$ cat src/rtl/mole_pkg.sv
`default_nettype none
// ============================================================================
//  mole_pkg
//  Shared types and widths for the whack-a-mole sequencing logic.
//  Revision: 1.0
// ============================================================================
package mole_pkg;

   localparam int HOLE_IDX_W  = 4;
   localparam int SCORE_W     = 8;
   localparam int FRAME_CNT_W = 8;
   localparam int GAME_CNT_W  = 16;

   typedef enum logic [2:0] {
      IDLE = 3'd0,
      PICK = 3'd1,
      UP   = 3'd2,
      DOWN = 3'd3,
      OVER = 3'd4
   } state_t;

   // Increment that sticks at all-ones instead of wrapping.
   function automatic logic [SCORE_W-1:0] sat_inc(input logic [SCORE_W-1:0] v);
      return (v == '1) ? v : v + 1'b1;
   endfunction

endpackage
`default_nettype wire

$ cat src/rtl/mole_lfsr.sv
`default_nettype none
// ============================================================================
//  mole_lfsr
//  16-bit Galois LFSR, polynomial x^16+x^14+x^13+x^11+1, steps every clock.
//  SEED must be non-zero or the register locks up at zero.
//  Revision: 1.0
// ============================================================================
module mole_lfsr #(
   parameter logic [15:0] SEED = 16'hACE1
) (
   input  logic        pclk,
   input  logic        rst,
   output logic [15:0] lfsr
);

   // Right-shifting Galois form: feedback bit 0 is XORed into the tap positions.
   localparam logic [15:0] TAPS = 16'hB400;

   // Free-running shift register, restarts from SEED on reset.
   always_ff @(posedge pclk) begin
      if (rst) begin
         lfsr <= SEED;
      end else begin
         lfsr <= (lfsr >> 1) ^ (lfsr[0] ? TAPS : 16'h0000);
      end
   end

endmodule
`default_nettype wire

$ cat src/rtl/mole_scheduler.sv
`default_nettype none
// ============================================================================
//  mole_scheduler
//  Chooses which hole shows a mole and for how many frames, scores hits,
//  counts expired moles and ends the round after a fixed frame budget.
//  Optional feature macro: MOLE_SCHEDULER_SPEEDUP_EN (shrinking up time).
//  Revision: 1.0
// ============================================================================
module mole_scheduler
   import mole_pkg::*;
#(
   parameter int          HOLES         = 9,
   parameter int          UP_FRAMES     = 60,
   parameter int          DOWN_FRAMES   = 30,
   parameter int          GAME_FRAMES   = 1800,
   parameter logic [15:0] SEED          = 16'hACE1,
   parameter int          MIN_UP_FRAMES = 15,
   parameter int          SPEED_STEP    = 5
) (
   input  logic                  pclk,
   input  logic                  rst,
   input  logic                  vsync_in,
   input  logic                  start,
   input  logic                  hit_valid,
   input  logic [HOLE_IDX_W-1:0] hit_hole,
   output logic [HOLES-1:0]      mole_mask,
   output logic [SCORE_W-1:0]    score,
   output logic [SCORE_W-1:0]    misses,
   output logic                  busy,
   output logic                  game_over
);

   localparam logic [FRAME_CNT_W-1:0] UP_LOAD   = FRAME_CNT_W'(UP_FRAMES);
   localparam logic [FRAME_CNT_W-1:0] DOWN_LOAD = FRAME_CNT_W'(DOWN_FRAMES);
   localparam logic [FRAME_CNT_W-1:0] CNT_ONE   = FRAME_CNT_W'(1);
   localparam logic [GAME_CNT_W-1:0]  GAME_LAST = GAME_CNT_W'(GAME_FRAMES - 1);
   localparam logic [7:0]             HOLES_8   = 8'(HOLES);
   localparam logic [HOLE_IDX_W-1:0]  LAST_HOLE = HOLE_IDX_W'(HOLES - 1);
   localparam logic [HOLES-1:0]       MASK_ONE  = HOLES'(1);

   state_t                  state, state_n;
   logic                    vs_q;
   logic                    tick;
   logic [15:0]             lfsr;
   logic [7:0]              cand_full;
   logic [HOLE_IDX_W-1:0]   cand, pick;
   logic [HOLE_IDX_W-1:0]   hole, hole_n;
   logic                    have_prev, have_prev_n;
   // One counter serves both the up and the down phase; they never overlap.
   logic [FRAME_CNT_W-1:0]  frame_cnt, frame_cnt_n;
   logic [FRAME_CNT_W-1:0]  up_load;
   logic [GAME_CNT_W-1:0]   game_cnt, game_cnt_n;
   logic [SCORE_W-1:0]      score_n, misses_n;
   logic [HOLES-1:0]        mask_n;
   logic                    in_round, round_end, hit_ok;
   logic                    unused_bits;

   mole_lfsr #(.SEED(SEED)) u_lfsr (
      .pclk (pclk),
      .rst  (rst),
      .lfsr (lfsr)
   );

   assign tick      = vsync_in & ~vs_q;
   assign cand_full = lfsr[7:0] % HOLES_8;
   assign cand      = cand_full[HOLE_IDX_W-1:0];
   // Never show the mole twice in a row on the same hole.
   assign pick      = (have_prev && (cand == hole)) ?
                      ((cand == LAST_HOLE) ? '0 : cand + 1'b1) : cand;
   assign in_round  = (state == PICK) || (state == UP) || (state == DOWN);
   assign round_end = in_round && tick && (game_cnt == GAME_LAST);
   // hole is always < HOLES, so out-of-range indices can never match.
   assign hit_ok    = hit_valid && (hit_hole == hole);

`ifdef MOLE_SCHEDULER_SPEEDUP_EN
   localparam logic [FRAME_CNT_W-1:0] MIN_LEN  = FRAME_CNT_W'(MIN_UP_FRAMES);
   localparam logic [FRAME_CNT_W-1:0] STEP_LEN = FRAME_CNT_W'(SPEED_STEP);

   logic [FRAME_CNT_W-1:0] up_len, up_len_n, up_len_dec;

   // Shorter up time, never below the floor; extra bit avoids overflow in the sum.
   assign up_len_dec = ({1'b0, up_len} >= ({1'b0, MIN_LEN} + {1'b0, STEP_LEN})) ?
                       (up_len - STEP_LEN) : MIN_LEN;
   assign up_load    = up_len;

   // Current up time, reloaded at the start of every round.
   always_ff @(posedge pclk) begin
      if (rst) begin
         up_len <= '0;
      end else begin
         up_len <= up_len_n;
      end
   end

   assign unused_bits = ^{lfsr[15:8], cand_full[7:HOLE_IDX_W]};
`else
   assign up_load     = UP_LOAD;
   assign unused_bits = ^{lfsr[15:8], cand_full[7:HOLE_IDX_W],
                          8'(MIN_UP_FRAMES), 8'(SPEED_STEP)};
`endif

   // Next-state and datapath decisions; round end overrides everything else.
   always_comb begin
      state_n     = state;
      hole_n      = hole;
      have_prev_n = have_prev;
      frame_cnt_n = frame_cnt;
      game_cnt_n  = game_cnt;
      score_n     = score;
      misses_n    = misses;
`ifdef MOLE_SCHEDULER_SPEEDUP_EN
      up_len_n    = up_len;
`endif

      if (in_round && tick) begin
         game_cnt_n = game_cnt + 1'b1;
      end

      case (state)
         IDLE, OVER: begin
            if (start) begin
               state_n     = PICK;
               score_n     = '0;
               misses_n    = '0;
               game_cnt_n  = '0;
               have_prev_n = 1'b0;
`ifdef MOLE_SCHEDULER_SPEEDUP_EN
               up_len_n    = UP_LOAD;
`endif
            end
         end
         PICK: begin
            hole_n      = pick;
            have_prev_n = 1'b1;
            frame_cnt_n = up_load;
            state_n     = UP;
         end
         UP: begin
            if (hit_ok) begin
               score_n     = sat_inc(score);
               frame_cnt_n = DOWN_LOAD;
               state_n     = DOWN;
`ifdef MOLE_SCHEDULER_SPEEDUP_EN
               if (score_n[2:0] == 3'b000) begin
                  up_len_n = up_len_dec;
               end
`endif
            end else if (tick) begin
               if (frame_cnt <= CNT_ONE) begin
                  misses_n    = sat_inc(misses);
                  frame_cnt_n = DOWN_LOAD;
                  state_n     = DOWN;
               end else begin
                  frame_cnt_n = frame_cnt - 1'b1;
               end
            end
         end
         DOWN: begin
            if (tick) begin
               if (frame_cnt <= CNT_ONE) begin
                  frame_cnt_n = '0;
                  state_n     = PICK;
               end else begin
                  frame_cnt_n = frame_cnt - 1'b1;
               end
            end
         end
         default: begin
            state_n = IDLE;
         end
      endcase

      if (round_end) begin
         state_n     = OVER;
         hole_n      = hole;
         have_prev_n = have_prev;
         frame_cnt_n = frame_cnt;
         score_n     = score;
         misses_n    = misses;
`ifdef MOLE_SCHEDULER_SPEEDUP_EN
         up_len_n    = up_len;
`endif
      end

      mask_n = (state_n == UP) ? (MASK_ONE << hole_n) : '0;
   end

   // State, counters and registered outputs derived from the state being entered.
   always_ff @(posedge pclk) begin
      if (rst) begin
         state     <= IDLE;
         vs_q      <= 1'b0;
         hole      <= '0;
         have_prev <= 1'b0;
         frame_cnt <= '0;
         game_cnt  <= '0;
         score     <= '0;
         misses    <= '0;
         mole_mask <= '0;
         busy      <= 1'b0;
         game_over <= 1'b0;
      end else begin
         state     <= state_n;
         vs_q      <= vsync_in;
         hole      <= hole_n;
         have_prev <= have_prev_n;
         frame_cnt <= frame_cnt_n;
         game_cnt  <= game_cnt_n;
         score     <= score_n;
         misses    <= misses_n;
         mole_mask <= mask_n;
         busy      <= (state_n == PICK) || (state_n == UP) || (state_n == DOWN);
         game_over <= (state_n == OVER);
      end
   end

endmodule
`default_nettype wire

$ cat config.mk
export PLATFORM = sky130hd
export DESIGN_NAME = mole_scheduler
export DESIGN_NICKNAME = d
export VERILOG_FILES = /design/src/rtl/mole_pkg.sv /design/src/rtl/mole_lfsr.sv /design/src/rtl/mole_scheduler.sv
export SDC_FILE = /design/constraint.sdc
export NUM_CORES = 1
export LEC_CHECK = 0
export CORE_AREA = 2 2 96 98
export DETAILED_ROUTE_END_ITERATION = 8
export DIE_AREA = 0 0 98 100
export PLACE_DENSITY = 0.74
export SLEW_MARGIN = 20
export SYNTH_ARGS = -nofsm -noshare
export SYNTH_HDL_FRONTEND = slang
export SYNTH_SLANG_ARGS = --single-unit
$ cat constraint.sdc
create_clock -name pclk -period 9.1 [get_ports pclk]
set_input_delay 1.82 -clock pclk [delete_from_list [all_inputs] [get_ports pclk]]
set_output_delay 1.82 -clock pclk [all_outputs]
set_load 0.02 [all_outputs]
# ---- Yosys cells after proc, flatten, opt, wreduce, memory -nomap -nowiden
# Cells that the tools add are included.
dict set report totals {
  elab_cells 99
  reg_bits 76
  output_inout_bits 27
}
dict set report classes {
  n_shift 1
  n_mux 33
  n_bitwise 5
  n_addsub 5
  n_div 1
  n_lt_le_gt_ge 1
  reduce_logical 18
  n_eq_ne 23
}
# cell n
set ops {}
lappend ops {{8-bit 2-to-1 mux} 12}
lappend ops {{16-bit 2-to-1 mux} 4}
lappend ops {{8-bit case mux with 2 select lines} 2}
lappend ops {{8-bit case mux with 3 select lines} 1}
lappend ops {{3-bit 2-to-1 mux} 7}
lappend ops {{16-bit by 1-bit adder with 16-bit output, second input constant} 1}
lappend ops {{8-bit by 1-bit adder with 8-bit output, second input constant} 2}
lappend ops {{16-bit by 11-bit == test with 1-bit output, second input constant} 1}
lappend ops {{8-bit == test, second input constant} 2}
lappend ops {{4-bit 2-to-1 mux} 4}
lappend ops {{15-bit by 16-bit bitwise XOR with 16-bit output} 1}
lappend ops {{2-bit inequality test, second input constant} 7}
lappend ops {{3-bit by 2-bit == test with 1-bit output, second input constant} 4}
lappend ops {{3-bit case mux with 4 select lines} 1}
lappend ops {{1-bit by 4-bit left shift with 9-bit output, first input constant} 1}
lappend ops {{4-bit == test} 2}
lappend ops {{8-bit by 1-bit less-or-equal comparator with 1-bit output, second input constant} 1}
lappend ops {{8-bit by 4-bit modulo with 8-bit output, second input constant} 1}
lappend ops {{8-bit by 1-bit subtractor with 8-bit output, second input constant} 1}
lappend ops {{7-bit AND reduction} 1}
lappend ops {{3-bit by 1-bit == test with 1-bit output, second input constant} 2}
lappend ops {{3-bit == test, second input constant} 2}
lappend ops {{5-bit AND reduction} 1}
lappend ops {{4-bit by 1-bit adder with 4-bit output, second input constant} 1}
lappend ops {{other kinds (15)} 25}

# ---- Depth between registers and ports, before layout
dict set report depth {
  ltp_word 9
  ltp_mapped 30
  mapped_depth_nobuf 27
}

# ---- Cells and area by module
# A second synthesis with hierarchy kept.
dict set report unflattened {
  hier_cells 579
  hier_area_um2 4747.1
}
# mod instances area_each_um2 seq_area_each_um2 cells_each
set modules_own_cells {}
lappend modules_own_cells {mole_scheduler 1 4284.1 1201.2 543}
lappend modules_own_cells {mole_lfsr 1 462.9 320.3 36}

# ---- Worst setup path after synthesis
# Ideal clock, no wire load.
dict set report synth_timing {
  path_kind {register to register}
  from {reg u_lfsr.lfsr[4]}
  to {reg mole_mask[3]}
  setup_slack_ns 3.648
  period_less_slack_ns 5.452
  path_stages_with_launch 30
  t_arrival_ns 5.364
  setup_time_ns 0.088
  t_required_ns 9.012
  path_cell_list {dfxtp_1 inv_2 ha_1 buf_2 and2b_4 a32oi_1 nor3_1 o31ai_1 a21oi_1 ha_1 nor2_1 o21ai_1 a21o_1 buf_6 xnor2_1 ha_1 inv_1 nor2_1 a211oi_1 a32oi_4 nand3b_1 mux2_2 nor2_1 inv_1 ha_1 inv_1 a21boi_0 o221ai_1 a211o_1 nor4_2}
}
dict set report synth_between {
  elab_chain_cells 7
  word_cells_on_any_way 10
}
# item line_no
set synth_lines {}
lappend synth_lines {{start: declaration} mole_lfsr.sv:13} ;# output logic [15:0] lfsr
lappend synth_lines {{start signal: assignment} mole_lfsr.sv:24} ;# lfsr <= (lfsr >> 1) ^ (lfsr[0] ? TAPS : 16'h0000);
lappend synth_lines {{8-bit by 4-bit modulo with 8-bit output *} mole_scheduler.sv:65} ;# assign cand_full = lfsr[7:0] % HOLES_8;
lappend synth_lines {{4-bit by 1-bit adder with 4-bit output, or another cell as far along} mole_scheduler.sv:69} ;# ((cand == LAST_HOLE) ? '0 : cand + 1'b1) : cand;
lappend synth_lines {{4-bit 2-to-1 mux or 1-bit logical AND (tied branches)} {mole_scheduler.sv:69, mole_scheduler.sv:68}}
lappend synth_lines {{4-bit 2-to-1 mux *} mole_scheduler.sv:68} ;# assign pick = (have_prev && (cand == hole)) ?
lappend synth_lines {{4-bit 2-to-1 mux *} mole_scheduler.sv:119} ;# case (state)
lappend synth_lines {{4-bit 2-to-1 mux *} mole_scheduler.sv:173} ;# if (round_end) begin
lappend synth_lines {{1-bit by 4-bit left shift with 9-bit output *} mole_scheduler.sv:185} ;# mask_n = (state_n == UP) ? (MASK_ONE << hole_n) : '0;
lappend synth_lines {{end signal: assignment} mole_scheduler.sv:211} ;# mole_mask <= mask_n;
lappend synth_lines {{end: declaration} mole_scheduler.sv:26} ;# output logic [HOLES-1:0] mole_mask,
# Every way passes the cells marked *; elsewhere a longest branch is shown, timed or not.
# A chain may end at the register's enable or synchronous reset.

# ---- Worst setup path in the final report
dict set report layout_timing {
  from {reg u_lfsr.lfsr[5]}
  to {reg mole_mask[7]}
}
# Same word-level chain as after synthesis.

==> run metrics <==
fraction of the mapped netlist area in adder cells=between 3 and 4%; Detailed Route WL=slightly above 10000 µm; pins over their slew limit=0; Yosys warning count=0; Area Overhead vs Synth=12.9%; setup_tns=0 ns; worst setup path endpoint=mole_mask[7]; pwr/cell area=between 150 and 200 nW/µm²; first-pass GRT wire length=18000 µm; complex-gate fraction of the synthesized area=22.8%; worst hold path class=register to register; Sink Count=76; RD Place Congestion=0.875; outcome=finished clean; CTS H-tree depth=3; Worst Skew=around 0.011 ns; CTS tree=built; placed instance count=a little under 700; #FFs+latches synth=76; Top-Level Pins=36; commonest non-fill, non-tap cell in the layout=dfxtp_1; n_diodes=0; Worst R2R Setup Slack=2.60 ns; synthesized area per cell=between 8 and 9 µm²; Worst Max-Slew Pin Slew=0.849 ns; final setup vio count=0; cell area after synthesis=roughly 4700 µm²; worst flop-to-flop path endpoint=mole_mask[7]; fraction of layout cells with a size suffix above 1=between 10% and 20%; antenna violations before repair=0; sequential fraction of the synthesis area=between 30% and 40%; mux cell area share after synthesis=about 2%; crit path launch=u_lfsr.lfsr[5]; period utilisation layout=between 70% and 80%; arrival time at the worst endpoint=6.76 ns; synthesized net count=approximately 580; Slew headroom=between 40% and 50%; hold-fix buffer count after cts=0; maximum clock frequency=approximately 0.15 GHz; Chip Width=between 90 and 100 µm; Initial Util=53.0%; CP max FO=11; Via Count=~4100; Root Buffer=clkbuf_8; GRT overflow=0; detailed-route DRC error count=0; Num CTS Buffers=9; CP Class=register to register; Critical Path End Type=register; peak supply drop=around 0.11 mV; most used flip-flop cell after synthesis=dfxtp_1; Total Routing Usage GR=21.8%; Synth Area in Simple Gates=between 20% and 30%; DR WL/cell=~15 µm; Worst-path clk slew=~0.080 ns; Longest Clk Path Bufs=2; worst path required time=9.36 ns; Buffers on Ports=35; largest net degree at the start of global routing=39; RSZ-0062 raised after global routing=false; pre-CTS setup slack=2.70 ns; CP startpoint kind=register; vias in the first global route=approximately 3900; fill cell count=around 800; cts repair resizes=0; core area=approximately 9000 µm²; fraction of registers with async set/reset=0%; area of the die=between 9000 and 10000 µm²; total setup buffers inserted after CTS=0; cell count of the worst reg-to-reg path=27; Post-synth EDFFs=0; worst-skew pair later-pin latency=0.35 ns; Pleak=between 1.5 and 2 nW; Hold Fails Final Rpt=0; Synth Area in XOR/XNOR=9.19%; r2r startpoint=u_lfsr.lfsr[5]; most frequent cells in the layout=dfxtp_1, nor2_1, nand2_1; worst hold slack=approximately 0.42 ns; row count=35; post-synthesis cell count=556; die height=100 µm; Non-Filler Instances=~700; via-per-instance ratio=5.94; DR iter-0 viols=between 200 and 250; Synth cell types=90; main combinational cell family by area after synthesis=simple AND/OR/NAND/NOR gates; DP HPWL=between 7000 and 8000 µm; Final WS setup=approximately 2.6 ns; DRT antenna net count=0; Period minus WS final=around 6.5 ns; Max-Cap Viols=0; drt pass-1 iters=5; Post-layout nets=approximately 600
[per-layer routing]
metal  vias to the layer above  routed length (µm)  GRT usage [%]
met1                      1962                4730           28.9
li1                       2060                   -              -
met4                         0                 138           7.37
met5                         -                   0              0
met3                        15                 438           4.04
met2                        98                4940           36.1
[logic make-up after synthesis]
family / count (synthesis)
xor gates and xnor gates: 44
adders and majority gates: 13
and+or+nand+nor: 234
DFF: 76
AOI/OAI and AO/OA: 139
muxes: 8
buffers and inverters: 42
[cell type report]
type	count	area (µm²)	area share [%]
inverter	19	71.3	1.34
clock buffer	9	124	2.33
tap	111	139	2.61
multi-input combinational	438	3010	56.5
clock inverter	7	98.8	1.86
sequential	76	1520	28.6
timing repair buffer	36	358	6.73
[cells in the mapped netlist, drive strengths merged (8+ instances only)]
cell type   n  area (µm²)
a21oi      30         150
a31oi       8        86.3
buf         8        56.3
clkbuf     15        56.3
dfxtp      76        1520
ha         13         163
inv        19        71.3
nand2      39         146
nand2b     13        81.3
nand3      15        75.1
nand4      13        81.3
nor2       70         263
nor2b      11        68.8
nor3       17        95.1
nor4        9        68.8
o21ai      29         153
or2         8        52.6
or3        13        81.3
xnor2      23         235
xor2       20         175
[critical path, cell delays in order, from the launching register on]
cell and delay, ns:
dfxtp_1 0.51, inv_1 0.17, ha_1 0.31, or3_1 0.36
o211a_1 0.17, nor3_1 0.28, o31ai_1 0.12, a21oi_1 0.42
ha_1 0.27, nor2_1 0.06, o21ai_1 0.10, a21o_1 0.43
xnor2_1 0.16, ha_1 0.20, inv_1 0.09, nor2_1 0.06
a211oi_1 0.34, a32oi_4 0.11, nand3b_1 0.16, mux2_2 0.38
nor2_1 0.27, inv_1 0.10, ha_1 0.30, inv_1 0.06
a21boi_0 0.26, o221ai_1 0.21, a211o_1 0.33, nor4_2 0.17
[state kept, by name (all words and copies together), names as in the netlist]
name         cells
busy             1
frame_cnt        8
game_cnt        16
game_over        1
have_prev        1
hole             4
misses           8
mole_mask        9
score            8
state            3
u_lfsr.lfsr     16
vs_q             1
[per-stage QoR]
step | power, W | utilization [%] | cell area, µm²
global placement | 0.000698 | 57.3 | 5090
detailed placement | 0.000706 | 57.3 | 5090
CTS | 0.000987 | 59.8 | 5320
floorplan | 0.000649 | - | 4710
finish | 0.000984 | 59.8 | 5320
global route | 0.00105 | 59.8 | 5320
[power breakdown]
part / internal (W) / switching, W / total [W]
Clock: 0.000156 / 0.000124 / 0.000280
Sequential: 0.000348 / 0.0000208 / 0.000369
Combinational: 0.000134 / 0.000201 / 0.000335
Total: 0.000638 / 0.000346 / 0.000984
[worst min-delay path by stage]
stage,slack (ns),start,to,cells past startpoint
detailed placement,0.39,u_lfsr.lfsr[12],u_lfsr.lfsr[11],1
CTS,0.43,u_lfsr.lfsr[12],u_lfsr.lfsr[11],1
global placement,0.40,u_lfsr.lfsr[12],u_lfsr.lfsr[11],1
floorplan,0.39,u_lfsr.lfsr[12],u_lfsr.lfsr[11],1
global route,0.43,u_lfsr.lfsr[12],u_lfsr.lfsr[11],1
finish,0.42,u_lfsr.lfsr[8],u_lfsr.lfsr[7],1
Power figures use the tool's default switching activity.
